$ cat src/rtl/cnt_pkg.sv
// Shared definitions for the Gray-code counter: direction encoding and the
// binary-to-Gray conversion used on the registered output path.
package cnt_pkg;

  localparam logic DIR_UP   = 1'b1;
  localparam logic DIR_DOWN = 1'b0;

  // Sized for the widest legal counter; callers cast to their own width.
  function automatic logic [31:0] bin2gray(input logic [31:0] i_bin);
    return i_bin ^ (i_bin >> 1);
  endfunction

endpackage

$ cat src/rtl/cnt_prescale.sv
// Enable prescaler: emits a one-cycle step every PRESCALE enabled cycles.
// The count holds while en is low and restarts from zero on clr.
module cnt_prescale #(
  parameter int PRESCALE = 1
) (
  input  logic clk,
  input  logic rst_n,
  input  logic en,
  input  logic clr,
  output logic step
);

  localparam logic [15:0] LP_LAST = 16'(PRESCALE - 1);

  logic [15:0] r_cnt;

  // step is combinational so the counter can act on it in the same cycle
  assign step = en && (r_cnt == LP_LAST);

  always_ff @(posedge clk) begin
    if (!rst_n) begin
      r_cnt <= '0;
    end else if (clr) begin
      r_cnt <= '0;
    end else if (en) begin
      r_cnt <= step ? '0 : r_cnt + 16'd1;
    end
  end

endmodule

$ cat src/rtl/mod_gray_cnt.sv
// Modulo up/down counter with synchronous load, enable prescaler and
// registered binary, Gray and wrap-tick outputs.
module mod_gray_cnt
  import cnt_pkg::*;
#(
  parameter int     WIDTH    = 8,
  parameter longint MODULUS  = 256,
  parameter int     PRESCALE = 1
) (
  input  logic             clk,
  input  logic             rst_n,
  input  logic             en,
  input  logic             load,
  input  logic [WIDTH-1:0] load_val,
  input  logic             up,
  output logic [WIDTH-1:0] cnt_bin,
  output logic [WIDTH-1:0] cnt_gray,
  output logic             tick
);

  if (MODULUS > (64'd1 << WIDTH) || MODULUS < 2 || PRESCALE < 1 ||
      PRESCALE > 65535 || WIDTH < 2 || WIDTH > 32) begin : g_bad_param
    $error("mod_gray_cnt: illegal WIDTH/MODULUS/PRESCALE combination");
  end

  localparam logic [63:0]      LP_MOD = 64'(MODULUS);
  localparam logic [WIDTH-1:0] LP_MAX = WIDTH'(MODULUS - 1);

  logic             w_step;
  logic [WIDTH-1:0] w_nxt;
  logic             w_tick;
  logic [WIDTH-1:0] r_bin;
  logic [WIDTH-1:0] r_gray;
  logic             r_tick;

  cnt_prescale #(
    .PRESCALE (PRESCALE)
  ) u_prescale (
    .clk   (clk),
    .rst_n (rst_n),
    .en    (en),
    .clr   (load),
    .step  (w_step)
  );

  // Wrap is decided on the current value, so nothing >= MODULUS is ever formed.
  always_comb begin
    w_nxt  = r_bin;
    w_tick = 1'b0;
    if (load) begin
      w_nxt = (64'(load_val) >= LP_MOD) ? LP_MAX : load_val;
    end else if (w_step) begin
      if (up == DIR_UP) begin
        if (r_bin == LP_MAX) begin
          w_nxt  = '0;
          w_tick = 1'b1;
        end else begin
          w_nxt = r_bin + WIDTH'(1);
        end
      end else begin
        if (r_bin == '0) begin
          w_nxt  = LP_MAX;
          w_tick = 1'b1;
        end else begin
          w_nxt = r_bin - WIDTH'(1);
        end
      end
    end
  end

  // Gray is taken from the next-state value so it lines up with cnt_bin.
  always_ff @(posedge clk) begin
    if (!rst_n) begin
      r_bin  <= '0;
      r_gray <= '0;
      r_tick <= 1'b0;
    end else begin
      r_bin  <= w_nxt;
      r_gray <= WIDTH'(bin2gray(32'(w_nxt)));
      r_tick <= w_tick;
    end
  end

  assign cnt_bin  = r_bin;
  assign cnt_gray = r_gray;
  assign tick     = r_tick;

endmodule

$ cat config.mk
export PLATFORM = sky130hd
export DESIGN_NAME = mod_gray_cnt
export DESIGN_NICKNAME = d
export VERILOG_FILES = /design/src/rtl/cnt_pkg.sv /design/src/rtl/cnt_prescale.sv /design/src/rtl/mod_gray_cnt.sv
export SDC_FILE = /design/constraint.sdc
export NUM_CORES = 1
export LEC_CHECK = 0
export ABC_CLOCK_PERIOD_IN_PS = 3250
export BUFFER_PORTS_ARGS = -buffer_cell sky130_fd_sc_hd__buf_4
export CORE_MARGIN = 2
export CORE_UTILIZATION = 60
export DETAILED_ROUTE_END_ITERATION = 10
export PLACE_DENSITY = 0.94
export SETUP_SLACK_MARGIN = 0.02
export SYNTH_ARGS = -nofsm -noshare
export SYNTH_HDL_FRONTEND = slang
export SYNTH_HIERARCHICAL = 1
export SYNTH_SLANG_ARGS = --single-unit
$ cat constraint.sdc
create_clock -name clk -period 3.25 [get_ports clk]
set_clock_uncertainty 0.1 [all_clocks]
set_input_delay 0 -clock clk [delete_from_list [all_inputs] [get_ports clk]]
set_output_delay 0 -clock clk [all_outputs]
set_load 0.005 [all_outputs]
==> qor.yml <==
worst_setup_path:
  reg2reg_from: "u_prescale/r_cnt[0]"
  crit_required_ns: 3.37
  cp.arrival_ns: 2.75
  ff2ff_path_depth: 10
  endpoint_kind: "flop"
  path_class: "flop to flop"
  critPathBufInv: 2
  r2r-end: "cnt_gray[6]"
  cpMaxStageDelayCell: "nor2b_1"
  cp_top_family: "simple AND/OR/NAND/NOR gates"
  rrSetupSlack_ns: 0.62
  critPathMaxFanout: 13
  crit_chain: "inv_1 -> ha_1 -> nor4b_1 -> nand4_1 -> inv_1 -> nor2b_1 -> nand4_1 -> o2111ai_2 -> xnor2_1 -> nor2_1"
  cp-start-kind: "flop"
  cp_num_cells: 10
  critPathMaxStageDelay_ns: 0.44
clock_network:
  clk_pin_slew_ns: 0.10
  cts-root-buf: "clkbuf_4"
  cts_buffer_depth: 2
  cts.sinks: 32
  cts_htree_levels: 2
  insertion_delay_ns: 0.34
  cts_made_buffers: 5
  cts_resized: 0
  postCtsSetupRepairBufs: 0
  cts_hold_buffers: 8
  tritoncts: "done"
power_and_ir_drop:
  cellPowerDensity_mw_per_mm2: 389
  p_leak_nw: 0.845
  peakVddDrop_mv: 0.321
routing:
  post-route-drc-count: 0
  ant_nets: 0
  vias: 1703
  drtIter0Drc: 63
  wl_per_cell_um: 14.1
  wirelength_um: 4190
  avgViaCountPerCell: 5.71
  drtPass1Iterations: 4
placement:
  gp_congestion: 0.995
  dp_hpwl_um: 2910
  port_buffers: 29
global_routing:
  grt_start_max_net_pins: 16
  globalRouteTotalUtil_pct: 25.6
  antenna_found_initial: 0
  grt-ovfl-total: 0
  first_global_vias: 1553
  grt_pass1_wl_um: 7060
synth:
  yosys_most_used_dff: "dfxtp_1"
  netlist_area_mm2: 0.00194
  synth_nets: 242
  yosys-top-cells-area: "dfxtp_1 (33%), nor2_1 (6.4%), xnor2_1 (5.9%)"
  syn_area_per_cell_um2: 8.67
  synth_top_area_cell: "dfxtp_1"
  synth_top_area_share_pct: 33.0
  synth_edf_count: 0
  synth_cells: 224
  async_reset_ff_share_pct: 0
  yosysSeqAreaShare_pct: 33.0
  ys_top_cells_by_count: "nor2_1 (33), dfxtp_1 (32), nand2_1 (13), xnor2_1 (13), inv_1 (10)"
  ys_seq_elements: 32
  yosys_warnings: 6
  synth_most_common_cell: "nor2_1"
  synth.distinct_cells: 57
final_layout:
  antenna_cells: 0
  syn2layout_area_growth_pct: 14.7
  fillCellCount: 232
  drive_above_1_share_pct: 20.5
  layout.nets: 271
sta:
  finalCritPeriodShare_pct: 80.8
  drv_slew: 0
  worstMarginPinSlew_ns: 0.484
  period_needed_ns: 2.63
  fmax_mhz: 381
  finalSetupViolCount: 0
  finalHoldViolCount: 0
  rsz0062_at_grt: "false"
  relSlewSlack_pct: 67.7
  whs_ns: 0.0141
  finalSetupTns_ns: 0
die:
  fp.dieArea_mm2: 0.00371
  ios: 30
  start_util_pct: 63.1
  die_y_um: 60.9
  die_w_um: 60.9
  rows: 20
  core_mm2: 0.00308
hold_path:
  hold_depth: 3
  worstHoldPathType: "input port to flop"
  min_from: "load_val[2]"
  holdPathEnd: "cnt_bin[2]"
status:
  status: "finished clean"
job:
  max_cap_viol_count: 0
-- through the flow --
step	std cells	power, W	setup slack [ns]	area (um2)	utilization [%]
after detailed placement	282	0.000625	0.681	2090	67.9
final	298	0.000868	0.624	2230	72.4
after CTS	298	0.000871	0.658	2230	72.4
after global routing	298	0.000910	0.359	2230	72.4
after floorplan	224	0.000569	1.12	1940	-
after global placement	282	0.000621	0.874	2090	67.9
-- sequential cells by signal (all words and copies together) (netlist names) --
| name | cells |
|---|---|
| cnt_bin | 8 |
| cnt_gray | 7 |
| tick | 1 |
| u_prescale/r_cnt | 16 |
-- layout make-up --
cell class | count | area (um2) | share of cell area, %
repair buffers | 37 | 298 | 13.4
flip-flops and latches | 32 | 641 | 28.7
inverters | 10 | 37.5 | 1.68
clock buffers | 8 | 58.8 | 2.64
well taps | 44 | 55.1 | 2.47
multi-input cells | 167 | 1140 | 51.1
-- layer usage --
metal	vias to the layer above	wire length [um]	GRT usage, %
li1	847	-	-
met3	4	308	8.32
met1	785	1990	35.2
met4	0	34	11.5
met5	-	0	0
met2	67	1860	36.4
-- worst register-to-register path, stage by stage (launching register included) --
cell	delay, ns
dfxtp_1	0.35
inv_1	0.08
ha_1	0.15
nor4b_1	0.25
nand4_1	0.26
inv_1	0.37
nor2b_1	0.44
nand4_1	0.18
o2111ai_2	0.14
xnor2_1	0.14
nor2_1	0.05
-- report_power, final --
group          total, W  internal [W]  switching, W
Clock          0.000242      0.000107      0.000135
Sequential     0.000441      0.000413     0.0000282
Combinational  0.000185     0.0000951     0.0000897
Total          0.000868      0.000615      0.000253
-- cell families (layout without fill, tap and decap cells) --
family          after synthesis  in the layout  share of synthesized area, %
compound gates               33             33                          13.3
xor+xnor                     22             22                          9.92
fa+ha+maj                     5              5                          3.22
buf+inv                      25             55                          8.37
flops                        32             32                          33.0
mux                           2              2                          1.09
simple gates                105            105                          31.2
-- worst max-delay path by stage --
stage	start	to	slack, ns
floorplan	u_prescale/r_cnt[0]	cnt_gray[2]	1.12
global placement	u_prescale/r_cnt[0]	cnt_gray[5]	0.87
detailed placement	u_prescale/r_cnt[0]	cnt_gray[6]	0.68
CTS	u_prescale/r_cnt[0]	cnt_gray[6]	0.66
global route	u_prescale/r_cnt[0]	cnt_gray[6]	0.36
finish	u_prescale/r_cnt[0]	cnt_gray[6]	0.62
-- cell usage in the layout, fill, tap and decap left out, drive strengths merged, types with 9 or more instances in the layout --
cell    n
nor3    9
xor2    9
inv    10
nand3   9
xnor2  13
nor2   33
buf    29
nand2  13
nand4  12
dfxtp  32
No activity file was read; power rests on OpenSTA's default activity.
